===== config.mk =====
export PLATFORM = sky130hd
export DESIGN_NAME = pipe_muxn
export DESIGN_NICKNAME = d
export VERILOG_FILES = /design/src/rtl/mux_pkg.sv /design/src/rtl/pipe_muxn_skid_buf.sv /design/src/rtl/pipe_muxn.sv
export SDC_FILE = /design/constraint.sdc
export NUM_CORES = 1
export LEC_CHECK = 0
export ABC_AREA = 1
export CAP_MARGIN = 15
export CORE_AREA = 2 2 126 97
export DETAILED_ROUTE_END_ITERATION = 8
export DIE_AREA = 0 0 128 99
export GPL_ROUTABILITY_DRIVEN = 0
export HOLD_SLACK_MARGIN = 0.05
export PLACE_DENSITY = 0.8
export SLEW_MARGIN = 40
export SYNTH_ARGS = -nofsm -noshare
export SYNTH_HDL_FRONTEND = slang
export SYNTH_HIERARCHICAL = 1
export SYNTH_SLANG_ARGS = --single-unit

===== constraint.sdc =====
create_clock -name clk -period 1.8 [get_ports clk]
set_input_delay 0.27 -clock clk [delete_from_list [all_inputs] [get_ports clk]]
set_output_delay 0.27 -clock clk [all_outputs]
set_load 0.03 [all_outputs]

===== src/rtl/mux_pkg.sv =====
// Shared definitions for pipe_muxn: skid-buffer state encoding, error counter
// width and the parameter legality check used at elaboration.
package mux_pkg;

    typedef enum logic [1:0] {
        ST_EMPTY = 2'd0,
        ST_ONE   = 2'd1,
        ST_TWO   = 2'd2
    } state_e;

    localparam int unsigned ERRCNT_W = 16;

    // True when N is within 2..32 and SEL_W can address every input.
    function automatic bit sel_w_ok(input int unsigned n, input int unsigned sel_w);
        return (n >= 2) && (n <= 32) && (sel_w >= 1) && (sel_w <= 31) &&
               ((64'd1 << sel_w) >= 64'(n));
    endfunction

endpackage


===== src/rtl/pipe_muxn_skid_buf.sv =====
// skid_buf: two-entry registered valid/ready stage (main register M drives the
// output, skid register S catches one word while downstream stalls).
// Ports:
//   clk, reset           clock, synchronous active-high reset
//   in_data/in_valid     upstream payload and valid
//   in_ready             registered, low only when both entries are full
//   out_data/out_valid   contents of M and its valid flag
//   out_ready            downstream accepts
module skid_buf
    import mux_pkg::*;
#(
    parameter int unsigned W = 33
) (
    input  logic         clk,
    input  logic         reset,
    input  logic [W-1:0] in_data,
    input  logic         in_valid,
    output logic         in_ready,
    output logic [W-1:0] out_data,
    output logic         out_valid,
    input  logic         out_ready
);

    state_e       state_q;
    logic [W-1:0] main_q;
    logic [W-1:0] skid_q;
    logic         in_ready_q;
    logic         out_valid_q;
    logic         accept;
    logic         present;

    assign accept  = in_valid & in_ready_q;
    assign present = out_valid_q & out_ready;

    // Occupancy FSM; flags are kept registered alongside the state.
    always_ff @(posedge clk) begin
        if (reset) begin
            state_q     <= ST_EMPTY;
            main_q      <= '0;
            skid_q      <= '0;
            in_ready_q  <= 1'b1;
            out_valid_q <= 1'b0;
        end else begin
            unique case (state_q)
                ST_EMPTY: begin
                    if (accept) begin
                        main_q      <= in_data;
                        out_valid_q <= 1'b1;
                        state_q     <= ST_ONE;
                    end
                end
                ST_ONE: begin
                    if (accept && present) begin
                        main_q <= in_data;
                    end else if (accept) begin
                        skid_q     <= in_data;
                        in_ready_q <= 1'b0;
                        state_q    <= ST_TWO;
                    end else if (present) begin
                        out_valid_q <= 1'b0;
                        state_q     <= ST_EMPTY;
                    end
                end
                ST_TWO: begin
                    // in_ready is low here, so only the drain path exists.
                    if (present) begin
                        main_q     <= skid_q;
                        in_ready_q <= 1'b1;
                        state_q    <= ST_ONE;
                    end
                end
                default: begin
                    state_q     <= ST_EMPTY;
                    in_ready_q  <= 1'b1;
                    out_valid_q <= 1'b0;
                end
            endcase
        end
    end

    assign in_ready  = in_ready_q;
    assign out_valid = out_valid_q;
    assign out_data  = main_q;

endmodule


===== src/rtl/pipe_muxn.sv =====
// pipe_muxn: N:1 data selector with a registered valid/ready output stage.
// Out-of-range selects store zero data with sel_err set.
// Ports:
//   clk, reset                 clock, synchronous active-high reset
//   in_bus [N*WIDTH]           flattened inputs, input k at [k*WIDTH +: WIDTH]
//   select [SEL_W]             input index, sampled with in_valid
//   in_valid / in_ready        upstream handshake
//   out / sel_err / out_valid  registered result, error qualifier and valid
//   out_ready                  downstream accepts
//   err_cnt [16]               only with PIPE_MUXN_ERRCNT_EN: saturating count
//                              of accepted out-of-range selects
module pipe_muxn
    import mux_pkg::*;
#(
    parameter int unsigned WIDTH = 32,
    parameter int unsigned N     = 5,
    parameter int unsigned SEL_W = 3
) (
    input  logic                  clk,
    input  logic                  reset,
    input  logic [N*WIDTH-1:0]    in_bus,
    input  logic [SEL_W-1:0]      select,
    input  logic                  in_valid,
    output logic                  in_ready,
    output logic [WIDTH-1:0]      out,
    output logic                  out_valid,
    input  logic                  out_ready,
    output logic                  sel_err
`ifdef PIPE_MUXN_ERRCNT_EN
    ,
    output logic [ERRCNT_W-1:0]   err_cnt
`endif
);

    if (!sel_w_ok(N, SEL_W)) begin : g_bad_cfg
        $error("pipe_muxn: illegal N/SEL_W combination");
    end

    logic [WIDTH-1:0] sel_data_c;
    logic             sel_err_c;

    // Input selection; anything that matches no input yields zero with error.
    always_comb begin
        sel_data_c = '0;
        sel_err_c  = 1'b1;
        for (int unsigned k = 0; k < N; k++) begin
            if (select == SEL_W'(k)) begin
                sel_data_c = in_bus[k*WIDTH +: WIDTH];
                sel_err_c  = 1'b0;
            end
        end
    end

    skid_buf #(
        .W (WIDTH + 1)
    ) u_skid (
        .clk       (clk),
        .reset     (reset),
        .in_data   ({sel_err_c, sel_data_c}),
        .in_valid  (in_valid),
        .in_ready  (in_ready),
        .out_data  ({sel_err, out}),
        .out_valid (out_valid),
        .out_ready (out_ready)
    );

`ifdef PIPE_MUXN_ERRCNT_EN
    logic [ERRCNT_W-1:0] err_cnt_q;

    // Counted at acceptance, saturating at all-ones.
    always_ff @(posedge clk) begin
        if (reset) begin
            err_cnt_q <= '0;
        end else if (in_valid && in_ready && sel_err_c && (err_cnt_q != '1)) begin
            err_cnt_q <= err_cnt_q + ERRCNT_W'(1);
        end
    end

    assign err_cnt = err_cnt_q;
`endif

endmodule


== Yosys cells after proc, flatten, opt, wreduce, memory -nomap -nowiden ==
Cells that the tools add are included.
W data, S select, Z words.

* Register bits: 70
* Output and inout bits: 35
* Logic and storage cells: 62

* Equal/unequal tests: 14
* Mux-type cells: 29
* Bitwise gates (word level): 5
* Reduce and logical (&&, ||, !) cells: 9

{| class="wikitable"
|+ Operator list
! operator !! count
|-
| $mux W32 || 5
|-
| $mux W33 || 3
|-
| $pmux W33 S3 || 1
|-
| $mux W1 || 12
|-
| $reduce_and A4 Y1 || 3
|-
| $mux W2 || 5
|-
| $ne A2 B1 Y1 const B || 5
|-
| $eq A3 B2 Y1 const B || 2
|-
| $pmux W1 S3 || 2
|-
| $pmux W2 S3 || 1
|-
| $reduce_and A5 Y1 || 1
|-
| $ne A2 B2 Y1 const B || 2
|-
| $eq A3 B1 Y1 const B || 1
|-
| $eq A3 B3 Y1 const B || 1
|-
| $logic_not A3 Y1 || 1
|-
| $ne A3 B1 Y1 const B || 1
|-
| $not A1 Y1 || 3
|-
| $reduce_and A3 Y1 || 1
|-
| $reduce_bool A3 Y1 || 1
|-
| $and A1 B1 Y1 || 2
|-
| $eq A2 B1 Y1 const B || 1
|-
| $eq A2 B2 Y1 const B || 1
|-
| $logic_not A2 Y1 || 1
|-
| $logic_and A1 B1 Y1 || 1
|}

== Logic depth before layout (Yosys ltp) ==
Gate-level depths: netlist of the first run.

* Depth in word-level cells: 8
* Mapped depth: 13
* Mapped depth without buffers: 11

== By module ==
The synthesis of the first run kept the hierarchy.

{| class="wikitable"
|+ By module, submodules not included
! module !! instances !! cells an instance !! area each (um2) !! seq. area each (um2)
|-
| skid_buf || 1 || 504 || 3525.9 || 1401.3
|-
| pipe_muxn || 1 || 322 || 1403.8 || 0.0
|}

== Worst setup path before layout of the first run ==
No wires, ideal clock.

* Path kind: input-to-reg
* From: in select[0]
* To: reg u_skid.main_q[17], in the netlist u_skid/out_data[17]
* Library setup time: 0.064 ns
* Data arrival time: 1.409 ns
* Data required time: 1.736 ns
* Setup slack: 0.327 ns
* Stages on the path: 11
* Buffers on the path: 2
* Cells stage by stage: buf_2 > nor3_2 > clkbuf_1 > nand2_1 > nand3_1 > nand2_1 > nand2_1 > inv_1 > nand3_1 > nand2_1 > nor2_1

* Cells in the longest elaborated chain, start to end: 8
* Elaborated cells between the ends (all ways): 13

{| class="wikitable"
|+ RTL lines
! item !! line !! RTL
|-
| start: declaration || pipe_muxn.sv:22 || <nowiki>input logic [SEL_W-1:0] select,</nowiki>
|-
| $logic_not A3 Y1 || pipe_muxn.sv:47 || <nowiki>if (select == SEL_W'(k)) begin</nowiki>
|-
| $mux W32 (4 in a row) || pipe_muxn.sv:47 ||
|-
| $mux W32 * || pipe_muxn.sv:47 ||
|-
| via sel_data_c[17] || pipe_muxn.sv:39 || <nowiki>logic [WIDTH-1:0] sel_data_c;</nowiki>
|-
| $mux W33, on equally long branches || pipe_muxn_skid_buf.sv:53, pipe_muxn_skid_buf.sv:46 ||
|-
| $pmux W33 S3 * || pipe_muxn_skid_buf.sv:44 || <nowiki>unique case (state_q)</nowiki>
|-
| end signal: assignment || pipe_muxn_skid_buf.sv:47 || <nowiki>main_q <= in_data;</nowiki>
|-
| end signal: assignment || pipe_muxn_skid_buf.sv:54 || <nowiki>main_q <= in_data;</nowiki>
|-
| end signal: assignment || pipe_muxn_skid_buf.sv:67 || <nowiki>main_q <= skid_q;</nowiki>
|-
| end: declaration || pipe_muxn_skid_buf.sv:25 || <nowiki>logic [W-1:0] main_q;</nowiki>
|}

Mark *: on every way through the listed nets, which the timed path passes. The rest lies on a longest branch. The select of a mux whose other input is x is not followed.
A chain may end at the register's enable or synchronous reset.

== Worst setup path in the final report of the first run ==
* From: reg u_skid.main_q[22], in the netlist u_skid/out_data[22]
* To: out out[22]

{| class="wikitable"
|+ RTL lines
! item !! line !! RTL
|-
| end: declaration || pipe_muxn.sv:25 || <nowiki>output logic [WIDTH-1:0] out,</nowiki>
|}

No word-level cell between the ends.

==> results of run 1 <==
[report_power, final]
group	internal (uW)	switching [uW]	total, uW
registers	1910	238	2140
clock network	1030	618	1650
logic	1530	1870	3390
total	4460	2720	7180
[routing by layer]
layer / vias to the layer above / track usage / wire, um
li1: 3020 / - / -
met1: 2731 / 0.319 / 7110
met2: 258 / 0.438 / 7840
met3: 27 / 0.0657 / 1260
met4: 0 / 0.0702 / 290
met5: - / 0 / 0
[state kept, by name, indices dropped and copies added (netlist names)]
signal            flops
u_skid/out_valid      1
u_skid/out_data      33
u_skid/skid_q        33
u_skid/state_q        2
u_skid/in_ready       1
[cell type report]
class	count	area (um2)	share of cell area
timing repair buffer	242	2590	0.340
tap	144	180	0.0236
sequential	70	1400	0.184
multi-input combinational	586	2780	0.364
inverter	106	398	0.0522
clock buffer	13	270	0.0355
clock inverter	1	5.00	0.000657
[cell usage after synthesis (all sizes together)]
cell    count
a21oi      69
dfxtp      70
nand2     207
nor3        2
nand4      33
buf        50
clkbuf     15
o21bai      1
nor2      102
inv       106
nand3     136
o21ai      35
[per-stage QoR]
stage / cell area, um2 / util
6_report: 7620 / 0.668
5_1_grt: 7620 / 0.668
4_1_cts: 7500 / 0.658
3_5_place_dp: 7170 / 0.629
3_3_place_gp: 7160 / 0.628
2_1_floorplan: 4930 / -
[path summary, 6_finish.rpt]
kind	start	to	slack (ns)	cells past startpoint
worst max-delay path	u_skid/out_data[22]	out[22]	0.11	1
worst min-delay path	u_skid/skid_q[12]	u_skid/skid_q[12]	0.44	2
worst max register to register	u_skid/state_q[0]	u_skid/out_data[17]	0.33	8
worst min register to register	u_skid/skid_q[12]	u_skid/skid_q[12]	0.44	2
[worst register-to-register path: cells and delay by family, from the launching register on]
family                 cells  cell delay [ns]
AND/OR/NAND/NOR            6             0.70
flip-flops                 1             0.37
buffers and inverters      2             0.30
[logic make-up after synthesis]
kind of cell,share of synthesized area
and+or+nand+nor,0.423
buffers and inverters,0.163
AOI/OAI and AO/OA,0.130
DFF,0.284
[what timing repair did]
item / CTS / global route
resized for setup: 8 / 7
endpoints found under the setup margin: 64 / 32
pin swaps: 1 / 1
cloned: 2 / 3
setup buffers: 0 / 2
==> flow_summary_export.csv, run 1 <==
group,metric,value,unit
worst_setup_path,critical_path_class,"reg -> out",
floorplan,initial_utilization,0.432,
floorplan,ioPinCount,202,
finish,final_cells,1162,
finish,final_cell_mix,"203 x nand2_1, 198 x clkdlybuf4s50_1, 131 x nand3_1",
finish,syn_to_final_growth,54.6,%
floorplan,num_rows,34,
sta,grt_setup_unrepaired,"no",
worst_setup_path,worstPathArrival,1.42,ns
grt,grt_pass1_vias,5695,
routing,detail_route.wl_per_cell,14.2,um
floorplan,core_area,11400,um2
sta,slew_headroom,0.686,
worst_setup_path,end_kind,"output pin",
grt,track_usage,0.255,
sta,layout_setup_ws,0.108,ns
grt,grt_first_pass_wirelength,26.3,mm
floorplan,die_h,99,um
routing,drc,0,
routing,ant_nets,0,
grt,grt_overflow,0,
run_status,status,"finished clean",
clock_tree,clk_pin_slew_worst_paths,0.05,ns
grt,grt_max_degree,67,
clock_tree,root_buffer,"clkbuf_16",
power_and_ir_drop,leakagePower,0.00346,uW
finish,final_common_cell,"nand2_1",
routing,first_pass_iters,5,
sta,slew_viol_final,0,
worst_setup_path,critPathMaxStageDelay,0.70,ns
sta,fmax,591,MHz
routing,vias,6036,
clock_tree,cts_made_buffers,9,
yosys,synth_nets,993,
worst_setup_path,path_max_fanout,2,
worst_setup_path,crit_slowest_cell,"clkdlybuf4s50_1",
clock_tree,tritoncts,"done",
finish,nFillCells,1034,
clock_tree,clockBufferDepth,2,
worst_hold_path,min_path_type,"reg -> reg",
sta,setup_violations,0,
yosys,netlist_area,4930,um2
worst_setup_path,worstSetupStartpointType,"flip-flop",
place,port_buffers,201,
finish,antenna_cells,0,
worst_setup_path,crit_family,"buffers and inverters",
yosys,yosys.area.top_type,"dfxtp_1",
finish,drive_gt1_frac,0.101,
yosys,syn-mean-instance-area,5.97,um2
sta,holdWs,0.443,ns
yosys,yosysUniqueCellTypes,21,
sta,hold_violations,0,
power_and_ir_drop,worst_ir_drop_vdd,1.09,mV
yosys,yosysSeqAreaShare,0.284,
power_and_ir_drop,power.total,7180,uW
sta,fin_skew,0.00353,ns
power_and_ir_drop,p_per_area,943,nW/um2
yosys,ys.warnings.count,6,
routing,drtIter0Drc,414,
worst_setup_path,required,1.53,ns
place,dp_cells,1141,
sta,period_needed,1.69,ns
sta,setup_tns,0,ns
clock_tree,htree_levels,3,
yosys,syn_inst,826,
finish,nets,1182,
routing,routed_wl,16.5,mm
sta,fin_crit_sh,0.940,
clock_tree,clock_latency,0.33,ns
clock_tree,cts_hold_buffers,0,
yosys,yosys-top-cells-area,"dfxtp_1 28%, nand2_1 15%, nand3_1 14%",
worst_setup_path,crit_chain,"clkdlybuf4s50_1",
floorplan,chipWidth,128,um
yosys,synth_seq_cells,70,
clock_tree,clock-sinks,70,
routing,viasPerCell,5.19,
yosys,synth_top_area_frac,0.284,
grt,antenna_found_initial,0,
sta,tightest_slew,0.471,ns
place,pre_cts_slack,-0.713,ns
job,cap_violations,0,
worst_setup_path,crit_buf_inv,1,
floorplan,die_area,12700,um2
place,dp_hpwl,11.2,mm
(Power assumes the default switching activity.)
==> run 2: changes to the inputs <==
--- a/config.mk
+++ b/config.mk
@@ -6,13 +6,15 @@
 export NUM_CORES = 1
 export LEC_CHECK = 0
 export ABC_AREA = 1
+export ABC_CLOCK_PERIOD_IN_PS = 1800
 export CAP_MARGIN = 15
-export CORE_AREA = 2 2 126 97
+export CORE_AREA = 2 2 124 96
+export CTS_BUF_LIST = sky130_fd_sc_hd__clkbuf_2 sky130_fd_sc_hd__clkbuf_4 sky130_fd_sc_hd__clkbuf_8
 export DETAILED_ROUTE_END_ITERATION = 8
-export DIE_AREA = 0 0 128 99
+export DIE_AREA = 0 0 126 98
 export GPL_ROUTABILITY_DRIVEN = 0
 export HOLD_SLACK_MARGIN = 0.05
-export PLACE_DENSITY = 0.8
+export PLACE_DENSITY = 0.82
 export SLEW_MARGIN = 40
 export SYNTH_ARGS = -nofsm -noshare
 export SYNTH_HDL_FRONTEND = slang
==> run 2 against run 1 <==
Against the previous run:
- global-route usage decreased by 0.54 points
- sequential share of layout area about the same
- clock skew grew 0.0046 ns
- highest routed layer unchanged
- via count down 1.3%
- critical path type unchanged
- routed wire length down 1.9%
- sequential power barely moved
==> flow_summary_export.csv, run 2 (same netlist as run 1, synthesis figures left out) <==
group,metric,value,unit
routing,detail_route.wl_per_cell,13.8,um
finish,nets,1189,
routing,viasPerCell,5.09,
grt,antenna_found_initial,0,
power_and_ir_drop,power.total,6890,uW
grt,grt_first_pass_wirelength,25.4,mm
worst_setup_path,required,1.53,ns
worst_setup_path,end_kind,"output pin",
clock_tree,cts_made_buffers,9,
clock_tree,root_buffer,"clkbuf_8",
place,port_buffers,201,
worst_setup_path,critical_path_class,"reg -> out",
sta,hold_violations,0,
floorplan,initial_utilization,0.439,
sta,tightest_slew,0.380,ns
finish,final_cells,1171,
worst_hold_path,min_path_type,"reg -> reg",
worst_setup_path,path_max_fanout,2,
worst_setup_path,worstSetupStartpointType,"flip-flop",
sta,fin_skew,0.00811,ns
grt,grt_pass1_vias,5439,
run_status,status,"finished clean",
floorplan,die_area,12300,um2
routing,drtIter0Drc,495,
routing,drc,0,
sta,fmax,588,MHz
routing,vias,5958,
clock_tree,clock-sinks,70,
routing,routed_wl,16.2,mm
power_and_ir_drop,p_per_area,906,nW/um2
finish,nFillCells,989,
place,dp_cells,1149,
sta,setup_violations,0,
floorplan,num_rows,34,
clock_tree,tritoncts,"done",
grt,track_usage,0.250,
sta,grt_setup_unrepaired,"no",
floorplan,ioPinCount,202,
job,cap_violations,0,
place,dp_hpwl,11.3,mm
clock_tree,clock_latency,0.35,ns
finish,antenna_cells,0,
worst_setup_path,crit_buf_inv,1,
grt,grt_overflow,0,
power_and_ir_drop,worst_ir_drop_vdd,0.853,mV
finish,final_common_cell,"nand2_1",
worst_setup_path,crit_slowest_cell,"clkdlybuf4s50_1",
worst_setup_path,crit_family,"buffers and inverters",
finish,syn_to_final_growth,54.3,%
floorplan,chipWidth,126,um
sta,period_needed,1.70,ns
routing,ant_nets,0,
routing,first_pass_iters,5,
sta,fin_crit_sh,0.945,
worst_setup_path,worstPathArrival,1.43,ns
sta,slew_viol_final,0,
floorplan,die_h,98,um
finish,regArea,1400,um2
finish,multi_input_area,2780,um2
clock_tree,clockBufferDepth,2,
sta,slew_headroom,0.746,
worst_setup_path,critPathMaxStageDelay,0.70,ns
finish,final_cell_mix,"203 x nand2_1, 198 x clkdlybuf4s50_1, 128 x nand3_1",
floorplan,core_area,11200,um2
clock_tree,clk_pin_slew_worst_paths,0.07,ns
worst_setup_path,crit_chain,"clkdlybuf4s50_1",
finish,drive_gt1_frac,0.112,
power_and_ir_drop,leakagePower,0.00347,uW
clock_tree,htree_levels,3,
grt,grt_max_degree,61,
==> run 2: cell count changes in the layout (fill, tap and decap cells not counted), moves of 3 or more <==
cell and change:
clkbuf_16 -8, clkbuf_8 +7, nand3_1 -3, buf_4 +11, nand3_2 +3
==> run 2: where the power goes <==
| part | internal, uW | switching [uW] |
|---|---|---|
| Clock | 812 | 612 |
| Sequential | 1900 | 232 |
| Combinational | 1480 | 1850 |
==> run 2: layer usage <==
metal	vias to the layer above	GRT usage	wire (um)
met5	-	0	0
met4	0	0.0871	391
met3	38	0.0564	1130
met2	221	0.434	7760
met1	2660	0.305	6900
li1	3039	-	-
==> run 2: final timing paths <==
check	start	to	slack, ns	cells past startpoint
setup / recovery	u_skid/out_data[23]	out[23]	0.1	1
hold reg to reg	u_skid/skid_q[11]	u_skid/skid_q[11]	0.45	2
hold / removal	u_skid/skid_q[11]	u_skid/skid_q[11]	0.45	2
setup reg to reg	u_skid/state_q[0]	u_skid/out_data[13]	0.28	8
==> run 2: metrics by stage <==
step                      cell area [um2]  utilization  hold WS [ns]  setup WS, ns  TNS, ns
after global routing                 7610        0.677         0.460        0.0343        0
after detailed placement             7200        0.641         0.435        -0.331   -13.23
after CTS                            7420        0.661         0.448        0.0309        0
final                                7610        0.677         0.445        0.0984        0
after global placement               7200        0.641         0.431        -0.289   -11.04
after floorplan                      4930            -         0.332         0.327        0
==> run 2: layout make-up <==
type / instances / area share
clock buffer: 10 / 0.0181
clock inverter: 6 / 0.0112
inverter: 106 / 0.0523
multi-input combinational: 585 / 0.366
sequential: 70 / 0.184
tap: 144 / 0.0237
timing repair buffer: 250 / 0.345
==> run 2: what timing repair did <==
item	CTS	global route
setup buffers	0	2
hold buffers	0	0
resized for setup	0	11
endpoints found under the setup margin	0	39
